**config.mk**
```make
export PLATFORM = sky130hd
export DESIGN_NAME = imem_loader
export DESIGN_NICKNAME = d
export VERILOG_FILES = /design/src/rtl/risc_pkg.sv /design/src/rtl/instr_encode.sv /design/src/rtl/imem_loader.sv
export SDC_FILE = /design/constraint.sdc
export NUM_CORES = 1
export LEC_CHECK = 0
export ABC_CLOCK_PERIOD_IN_PS = 2700
export BUFFER_PORTS_ARGS = -buffer_cell sky130_fd_sc_hd__buf_2
export CORE_UTILIZATION = 45
export CTS_BUF_LIST = sky130_fd_sc_hd__clkbuf_4 sky130_fd_sc_hd__clkbuf_8
export DETAILED_ROUTE_END_ITERATION = 12
export GPL_ROUTABILITY_DRIVEN = 0
export PLACE_DENSITY = 0.84
export RECOVER_POWER = 25
export SETUP_SLACK_MARGIN = 0.3
export SLEW_MARGIN = 20
export SYNTH_ARGS = -nofsm -noshare
export SYNTH_HDL_FRONTEND = slang
export SYNTH_SLANG_ARGS = --single-unit
```
**constraint.sdc**
```tcl
create_clock -name clk -period 2.7 [get_ports clk]
set_clock_uncertainty 0.05 [all_clocks]
set_input_delay 0.27 -clock clk [delete_from_list [all_inputs] [get_ports clk]]
set_output_delay 0.27 -clock clk [all_outputs]
set_load 0.01 [all_outputs]
```
**src/rtl/risc_pkg.sv**
```systemverilog
// Shared RV32I definitions: instruction formats, base opcodes and the
// immediate ranges each format can carry.
package risc_pkg;

  typedef enum logic [2:0] {
    FMT_R = 3'd0,
    FMT_I = 3'd1,
    FMT_S = 3'd2,
    FMT_B = 3'd3,
    FMT_U = 3'd4,
    FMT_J = 3'd5
  } instr_fmt_t;

  localparam logic [6:0] OP_LUI    = 7'b0110111;
  localparam logic [6:0] OP_AUIPC  = 7'b0010111;
  localparam logic [6:0] OP_JAL    = 7'b1101111;
  localparam logic [6:0] OP_JALR   = 7'b1100111;
  localparam logic [6:0] OP_BRANCH = 7'b1100011;
  localparam logic [6:0] OP_LOAD   = 7'b0000011;
  localparam logic [6:0] OP_STORE  = 7'b0100011;
  localparam logic [6:0] OP_IMM    = 7'b0010011;
  localparam logic [6:0] OP_REG    = 7'b0110011;

  localparam int IMM12_MIN = -2048;
  localparam int IMM12_MAX = 2047;
  localparam int IMM13_MIN = -4096;
  localparam int IMM13_MAX = 4095;
  localparam int IMM21_MIN = -1048576;
  localparam int IMM21_MAX = 1048575;

  function automatic logic imm_in_range(input logic [31:0] v, input int lo, input int hi);
    return ($signed(v) >= lo) && ($signed(v) <= hi);
  endfunction

endpackage

```
**src/rtl/instr_encode.sv**
```systemverilog
// Combinational packer: turns a field-level descriptor into an RV32I word
// and reports whether the immediate is representable in that format.
module instr_encode
  import risc_pkg::*;
(
  input  logic [2:0]  fmt,
  input  logic [6:0]  opcode,
  input  logic [4:0]  rd,
  input  logic [4:0]  rs1,
  input  logic [4:0]  rs2,
  input  logic [2:0]  funct3,
  input  logic [6:0]  funct7,
  input  logic [31:0] imm,
  output logic [31:0] word,
  output logic        imm_ok
);

  instr_fmt_t fmt_e;
  assign fmt_e = instr_fmt_t'(fmt);

  // Branch and jump offsets are halfword aligned, so imm[0] is never encoded.
  always_comb begin
    word   = '0;
    imm_ok = 1'b0;
    case (fmt_e)
      FMT_R: begin
        word   = {funct7, rs2, rs1, funct3, rd, opcode};
        imm_ok = 1'b1;
      end
      FMT_I: begin
        word   = {imm[11:0], rs1, funct3, rd, opcode};
        imm_ok = imm_in_range(imm, IMM12_MIN, IMM12_MAX);
      end
      FMT_S: begin
        word   = {imm[11:5], rs2, rs1, funct3, imm[4:0], opcode};
        imm_ok = imm_in_range(imm, IMM12_MIN, IMM12_MAX);
      end
      FMT_B: begin
        word   = {imm[12], imm[10:5], rs2, rs1, funct3, imm[4:1], imm[11], opcode};
        imm_ok = imm_in_range(imm, IMM13_MIN, IMM13_MAX) && !imm[0];
      end
      FMT_U: begin
        word   = {imm[31:12], rd, opcode};
        imm_ok = (imm[11:0] == 12'd0);
      end
      FMT_J: begin
        word   = {imm[20], imm[10:1], imm[11], imm[19:12], rd, opcode};
        imm_ok = imm_in_range(imm, IMM21_MIN, IMM21_MAX) && !imm[0];
      end
      default: begin
        word   = '0;
        imm_ok = 1'b0;
      end
    endcase
  end

endmodule

```
**src/rtl/imem_loader.sv**
```systemverilog
// Session-based instruction loader: encodes descriptors and streams legal
// words into instruction memory at consecutive word addresses.
module imem_loader
  import risc_pkg::*;
#(
  parameter logic [31:0] BASE_ADDR = 32'h0000_0000,
  parameter int          DEPTH     = 1024
) (
  input  logic                     clk,
  input  logic                     rst_n,
  input  logic                     start,
  input  logic                     in_valid,
  output logic                     in_ready,
  input  logic                     in_last,
  input  logic [2:0]               in_fmt,
  input  logic [6:0]               in_opcode,
  input  logic [4:0]               in_rd,
  input  logic [4:0]               in_rs1,
  input  logic [4:0]               in_rs2,
  input  logic [2:0]               in_funct3,
  input  logic [6:0]               in_funct7,
  input  logic [31:0]              in_imm,
  output logic                     mem_we,
  input  logic                     mem_ready,
  output logic [31:0]              mem_addr,
  output logic [31:0]              mem_wdata,
  output logic                     done,
  output logic [$clog2(DEPTH):0]   words,
  output logic                     err_imm,
  output logic                     err_ovf
);

  localparam int CW = $clog2(DEPTH) + 1;
  localparam logic [CW:0] DEPTH_W = (CW + 1)'(DEPTH);

  localparam logic [1:0] ST_IDLE  = 2'd0;
  localparam logic [1:0] ST_LOAD  = 2'd1;
  localparam logic [1:0] ST_FLUSH = 2'd2;
  localparam logic [1:0] ST_DONE  = 2'd3;

  logic [1:0]  state;
  logic [31:0] enc_word;
  logic        imm_ok;
  logic        accept;
  logic        wr_done;
  logic        full;
  logic        load_word;
  logic [CW:0] occupancy;

  instr_encode u_encode (
    .fmt    (in_fmt),
    .opcode (in_opcode),
    .rd     (in_rd),
    .rs1    (in_rs1),
    .rs2    (in_rs2),
    .funct3 (in_funct3),
    .funct7 (in_funct7),
    .imm    (in_imm),
    .word   (enc_word),
    .imm_ok (imm_ok)
  );

  // A word sitting in the output register already owns a memory slot.
  assign occupancy = {1'b0, words} + {{CW{1'b0}}, mem_we};
  assign full      = (occupancy >= DEPTH_W);
  assign in_ready  = (state == ST_LOAD) && (!mem_we || mem_ready);
  assign accept    = in_valid && in_ready;
  assign wr_done   = mem_we && mem_ready;
  assign load_word = accept && imm_ok && !full;
  assign done      = (state == ST_DONE);

  always_ff @(posedge clk or negedge rst_n) begin
    if (!rst_n) begin
      state     <= ST_IDLE;
      mem_we    <= 1'b0;
      mem_addr  <= BASE_ADDR;
      mem_wdata <= '0;
      words     <= '0;
      err_imm   <= 1'b0;
      err_ovf   <= 1'b0;
    end else begin
      if (wr_done) begin
        mem_addr <= mem_addr + 32'd4;
        words    <= words + CW'(1);
      end
      if (load_word) begin
        mem_wdata <= enc_word;
        mem_we    <= 1'b1;
      end else if (wr_done) begin
        mem_we <= 1'b0;
      end
      if (accept && !imm_ok) err_imm <= 1'b1;
      if (accept && imm_ok && full) err_ovf <= 1'b1;

      case (state)
        ST_IDLE: begin
          if (start) begin
            state    <= ST_LOAD;
            mem_addr <= BASE_ADDR;
            words    <= '0;
            err_imm  <= 1'b0;
            err_ovf  <= 1'b0;
          end
        end
        ST_LOAD:  if (accept && in_last) state <= ST_FLUSH;
        ST_FLUSH: if (!mem_we || mem_ready) state <= ST_DONE;
        default:  state <= ST_IDLE;
      endcase
    end
  end

endmodule
```
==> results of run 1 <==
state kept, by name (all words and copies together), names as in the netlist:
name / cells
mem_we: 1
err_ovf: 1
state: 2
mem_wdata: 32
mem_addr: 30
err_imm: 1
words: 11
metal layers:
metal,track usage (%),up-vias,part of all wire [%]
met5,0,-,0
met2,37.35,221,49
met4,11.31,0,3.1
li1,-,1811,-
met3,3.830,30,6.9
met1,28.22,1803,41
path summary, 6_finish.rpt:
kind                                    start             to  cells after the start
worst max-delay path                 words[0]  mem_wdata[16]                      8
worst min-delay path             in_opcode[4]   mem_wdata[4]                      3
worst max register to register       words[0]  mem_wdata[16]                      8
worst min register to register  mem_wdata[30]  mem_wdata[30]                      1
max in group asynchronous               rst_n  mem_wdata[22]                      3
min in group asynchronous               rst_n       words[5]                      2
cell families after synthesis:
family,share of synthesized area (%)
AO/OA/AOI/OAI,11.04
XOR/XNOR,6.913
adder cells (fa/ha/maj),2.324
buffers and inverters,4.618
flip-flops,45.31
multiplexers,11.33
other,0.08705
AND/OR/NAND/NOR,18.39
where the power goes:
group	internal [W]	leakage, nW	switching (W)
combinational	0.000510	1.64	0.000542
clock	0.000514	0.0973	0.000428
sequential	0.00139	1.04	0.000154
cell usage after synthesis (8+ instances only):
| cell | number | area [um2] |
|---|---|---|
| dfrtp_1 | 78 | 1952 |
| nand2_1 | 47 | 176.4 |
| nor2_1 | 43 | 161.4 |
| xor2_1 | 26 | 227.7 |
| mux2_4 | 20 | 300.3 |
| a22oi_1 | 16 | 120.1 |
| nand3_1 | 15 | 75.07 |
| and3_1 | 12 | 75.07 |
| clkbuf_1 | 12 | 45.04 |
| inv_1 | 12 | 45.04 |
| mux2i_1 | 12 | 120.1 |
| nand4_1 | 12 | 75.07 |
| o21ai_0 | 11 | 55.05 |
| a21oi_1 | 8 | 40.04 |
| ha_1 | 8 | 100.1 |
| nor4_1 | 8 | 50.05 |
| xnor2_1 | 8 | 70.07 |
area by class of cell:
type | instances | share of cell area [%]
repair buffers | 162 | 15.81
multi-input cells | 314 | 40.21
clock buffers | 9 | 2.294
clock inverters | 6 | 1.622
well taps | 129 | 2.990
flip-flops and latches | 78 | 36.18
inverters | 13 | 0.9038
worst min-delay path: cells and delay by family:
family / cells / cell delay (ns)
buffers and inverters: 1 / 0.10
multiplexers: 1 / 0.06
AND/OR/NAND/NOR: 1 / 0.05
through the flow:
step / utilization [%] / hold slack, ns / cell area (um2)
after floorplan: - / -0.07559 / 4312
after global placement: 55.65 / 0.4166 / 5142
after detailed placement: 55.65 / 0.4319 / 5142
after CTS: 57.96 / 0.06190 / 5355
after global routing: 58.43 / 0.09019 / 5399
final: 58.43 / 0.1075 / 5399
repair_timing:
| item | CTS | global route |
|---|---|---|
| setup endpoints to repair | 13 | 28 |
| hold buffers | 0 | 1 |
| pin swaps | 0 | 0 |
| setup buffers | 0 | 3 |
| endpoints found under the hold margin | 0 | 39 |
| gates resized for setup | 1 | 2 |
==> impl_results.md, run 1 <==
* Critical-path cell list: ha_1 -> ha_1 -> nand3_1 -> nor3_1 -> mux2i_1 -> and3_4 -> buf_4 -> mux2_4
* Hpwl dp at 8196 um
* Reg clk slew, reported paths at 0.09 ns
* Multi-input combinational cell area at between 2000 and 2500 um2
* Initial Util at a little under half
* Initial detailed-routing violation count at 151
* Max-slew violation count at 0
* Peak Freq at 431.2 MHz
* Outcome: finished, final reports clean
* Clk_lat worst skew at 0.34 ns
* Final Non-Filler Cells at 711
* P_leak at between 2 and 3 nW
* Synthesized cell area at 4308 um2
* Wire length per cell at 15.50 um
* Final worst-path setup slack at 0.3810 ns
* Routed WL at roughly 11,000 um
* GRT Overall Usage at 22.43%
* First-pass DRT Iterations at 5
* Overall power at between 0.003 and 0.004 W
* Slowest stage cell, crit path: dfrtp_2
* Worst setup EP type: flop
* Crit path kind: flop to flop
* Vias at 3,865
* Core Area at 9240 um2
* CTS tree: yes
* Vias in the first global route at 3,671
* Die ar. at 9968 um2
* Worst min-delay path class: input pin to flop
* Number of fill cells at 830
* CP arrival at 2.50 ns
* Die Width at 99.84 um
* Synthesized flop and latch total at 78
* First-pass GRT wire length at 17,480 um
* Die H at 99.84 um
* YS warnings at 0
* Layout cell share with drive strength beyond 1 at 35.57%
* Crit path required time at about 2.9 ns
* R2R setup slack at approximately 0.38 ns
* Relative slew slack at between 30% and 40%
* Max-cap viol count at 0
* Post-synth ARST share at 100.0%
* Residual DRC count at 0
* Commonest non-fill, non-tap cell in the layout: buf_2
* Largest net degree at the start of global routing at about 80
* Unrepaired setup endpoints after global routing: true
* Peak supply drop at 0.0003432 V
* Critical path peak fanout at 10
* # H-tree levels at 3
* Endpoints failing hold at 0
* Commonest non-fill, non-tap cells in the layout: buf_2, dfrtp_1, nand2_1
* Routed vias/inst at 5.436
* Yosys cell types at 48
* Syn avg cell area at roughly 10 um2
* Type of origin of the critical path: flop
* CTS Buf Count at 9
* FF/Latch Area at between 1500 and 2000 um2
* Final period utilization at 85.89%
* Crit path top cell by count: ha_1
* Diodes inserted at 0
* Placed cells at 691
* Setup TNS at 0 ns
* Min Tclk post-route at around 2.3 ns
* Std-Cell Rows at 35
* Root buffer cell: clkbuf_8
* IO Count at roughly 150
* Area Overhead vs Synth at 25.33%
* Initial antenna violation count at 0
* CTS Buffer Depth at 2
* Post-Synthesis Cells at 426
* Nets at 659
* Pwr per Cell Area at 654.8 nW/um2
* Max incr delay on CP at 0.40 ns
* Crit path buffers/inverters at 1
* Worst-Margin Slew at 0.9621 ns
* Top delay family on crit path: multiplexers
* Antenna-violating nets left at 0
* Sequential area share after synthesis at 45.31%
* CTS Sinks at 78
* DP Worst Slack at ~0.19 ns
* Number of flops mapped to enable cells by yosys at 0
* Gr ovfl total at 0
* Top_reg_cell synth: dfrtp_1
* Final Setup Violations at 0
* Buffers on Ports at 150
No activity file was read; power rests on OpenSTA's default activity.
==> run 2, diff against run 1 <==
--- a/config.mk
+++ b/config.mk
@@ -7,11 +7,11 @@
 export LEC_CHECK = 0
 export ABC_CLOCK_PERIOD_IN_PS = 2700
 export BUFFER_PORTS_ARGS = -buffer_cell sky130_fd_sc_hd__buf_2
-export CORE_UTILIZATION = 45
+export CORE_UTILIZATION = 43
 export CTS_BUF_LIST = sky130_fd_sc_hd__clkbuf_4 sky130_fd_sc_hd__clkbuf_8
 export DETAILED_ROUTE_END_ITERATION = 12
 export GPL_ROUTABILITY_DRIVEN = 0
-export PLACE_DENSITY = 0.84
+export PLACE_DENSITY = 0.82
 export RECOVER_POWER = 25
 export SETUP_SLACK_MARGIN = 0.3
 export SLEW_MARGIN = 20
==> constraint.sdc (replaced) <==
create_clock -name clk -period 2.7 [get_ports clk]
set_clock_uncertainty 0.05 [all_clocks]
set_input_delay 0.54 -clock clk [delete_from_list [all_inputs] [get_ports clk]]
set_output_delay 0.54 -clock clk [all_outputs]
set_load 0.01 [all_outputs]
==> run 2 against run 1 <==
Effect of this change: the run now ends with max-capacitance violations, max-slew violations left; via count increased by 0.83%; combinational power about the same; clock power decreased by 8.1%; sequential power about the same; count of clock-buffer cells in the layout increased by 1; worst setup slack got worse by 0.041 ns; routed wire length increased by 1.3%; largest power group unchanged; highest routed layer unchanged.
==> impl_results.md, run 2 (same netlist as run 1, synthesis figures left out) <==
* Largest Register: mem_wdata
* Routed WL at 11,160 um
* Std-Cell Rows at 36
* Crit path required time at slightly below 3 ns
* Cts-stage hold buffer count at 0
* IO Count at 153
* Worst min-delay path class: input pin to flop
* Met2 Resource Use GR at 34.85%
* Number of fill cells at slightly below 900
* Die ar. at 10,420 um2
* Routed vias/inst at between 5 and 6
* Buffers on Ports at 150
* Multi-input combinational cell area at 2196 um2
* Final Setup Violations at 0
* Unrepaired setup endpoints after global routing: true
* Failing checks: max-capacitance violations, max-slew violations
* Final Non-Filler Cells at 720
* Initial Util at 44.28%
* Max-slew violation count at 37
* Layout cell share with drive strength beyond 1 at 36.63%
* Cell area after layout at 5458 um2
* Worst setup EP type: flop
* Reg clk slew, reported paths at 0.08 ns
* Worst hold margin at 0.3739 ns
* Root buffer cell: clkbuf_8
* Max-cap viol count at 1
* Area Overhead vs Synth at 26.69%
* GRT Overall Usage at 21.44%
* CTS Sinks at 78
* Most used routing layer: met2
* Vias at 3,897
* Peak Freq at 423.7 MHz
* Wire length per cell at roughly 15 um
* FF/Latch Area at 1953 um2
* Relative slew slack at -35.50%
* Worst Hold Depth at 3
* Gr ovfl total at 0
* Diodes inserted at 0
* CTS Buffer Depth at 2
* Overall power at 0.003470 W
* CTS tree: yes
* Die Width at 102.1 um
* Outcome: finished, violations left
* Largest net degree at the start of global routing at 44
* Residual DRC count at 0
* Max incr delay on CP at 0.35 ns
* Type of origin of the critical path: input pin
* Reg2Reg Depth at 9
* Global-route track usage on met1 at 27.12%
* Met3 Usage GRT at 5.130%
* Core Area at between 9000 and 10,000 um2
* Final period utilization at 87.41%
* Initial antenna violation count at 0
* Initial detailed-routing violation count at 185
* Nets at 664
* CTS Buf Count at 9
* Peak supply drop at around 0.0003 V
* Commonest non-fill, non-tap cells in the layout: buf_2, dfrtp_1, nand2_1
* Crit path kind: input pin to flop
* Vias in the first global route at 3,590
* Antenna-violating nets left at 0
* Commonest non-fill, non-tap cell in the layout: buf_2
* Die H at 102.1 um
* Slowest stage cell, crit path: a2111oi_2
* First-pass GRT wire length at approximately 17,000 um
* Min Tclk post-route at 2.360 ns
* Max reg flops at 32
* Placed cells at 701
* Pwr per Cell Area at roughly 640 nW/um2
* Worst-Margin Slew at 2.033 ns
* CP arrival at 2.58 ns
* P_leak at 2.813 nW
* Post-DP Area at 5205 um2
* Endpoints failing hold at 0
* First-pass DRT Iterations at 5
* Clk_lat worst skew at 0.35 ns
* # H-tree levels at 3
* Critical path peak fanout at 18
* Critical-path cell list: buf_2 -> buf_4 -> nand4_1 -> nor3_2 -> nand2_1 -> a2111oi_2 -> or3_1 -> and3_4 -> buf_12 -> buf_6 -> mux2i_2
* Hpwl dp at 8235 um
* Largest registers: mem_wdata: 32 flops, mem_addr: 30 flops, words: 11 flops
==> run 2: cell types whose count changed in the layout (fill, tap and decap cells not counted), sizes merged <==
cell / change
clkinvlp: -3
buf: +7
dlygate4sd3: -1
clkinv: +3
bufinv: -1
==> run 2: final timing paths <==
| check | from | endpoint | slack (ns) |
|---|---|---|---|
| min in group asynchronous | rst_n | words[5] | 0.70 |
| hold reg to reg | mem_wdata[7] | mem_wdata[7] | 0.44 |
| max in group asynchronous | rst_n | mem_wdata[29] | 0.72 |
| setup / recovery | in_imm[30] | mem_wdata[2] | 0.34 |
| hold / removal | in_opcode[0] | mem_wdata[0] | 0.37 |
| setup reg to reg | words[0] | mem_wdata[2] | 0.40 |
==> run 2: layout make-up <==
type	instances	area share, %
multi-input combinational	314	40.23
sequential	78	35.79
timing repair buffer	167	16.60
tap	133	3.049
clock buffer	10	2.522
clock inverter	5	0.9170
inverter	13	0.8941
==> run 2: routing by layer <==
metal	up-vias	share of wire (%)
met3	37	6.9
li1	1820	-
met5	-	0
met2	216	47
met1	1824	43
met4	0	3.6
==> run 2: power breakdown <==
group	internal (W)	switching (W)	total, W	leakage, nW
Clock	0.000441	0.000425	0.000866	0.102
Combinational	0.000514	0.000548	0.00106	1.67
Sequential	0.00139	0.000154	0.00154	1.04
==> run 2: repair_timing <==
item	CTS	global route
buffers inserted	1	3
resized for setup	2	6
endpoints found under the hold margin	0	0
setup endpoints to repair	19	32
pin swaps	1	1
==> run 2: per-stage QoR <==
stage	TNS [ns]	utilization [%]	setup slack [ns]
CTS	0	55.56	0.3032
global route	0	56.10	0.2779
finish	0	56.10	0.3398
global placement	0	53.50	0.01140
detailed placement	-0.9196	53.50	-0.1033
floorplan	0	-	0.2930
==> run 2: critical path: cells and delay by family <==
kind | cells | cell delay [ns]
mux | 1 | 0.23
simple gates | 5 | 0.88
buf+inv | 4 | 0.56
compound gates | 1 | 0.35
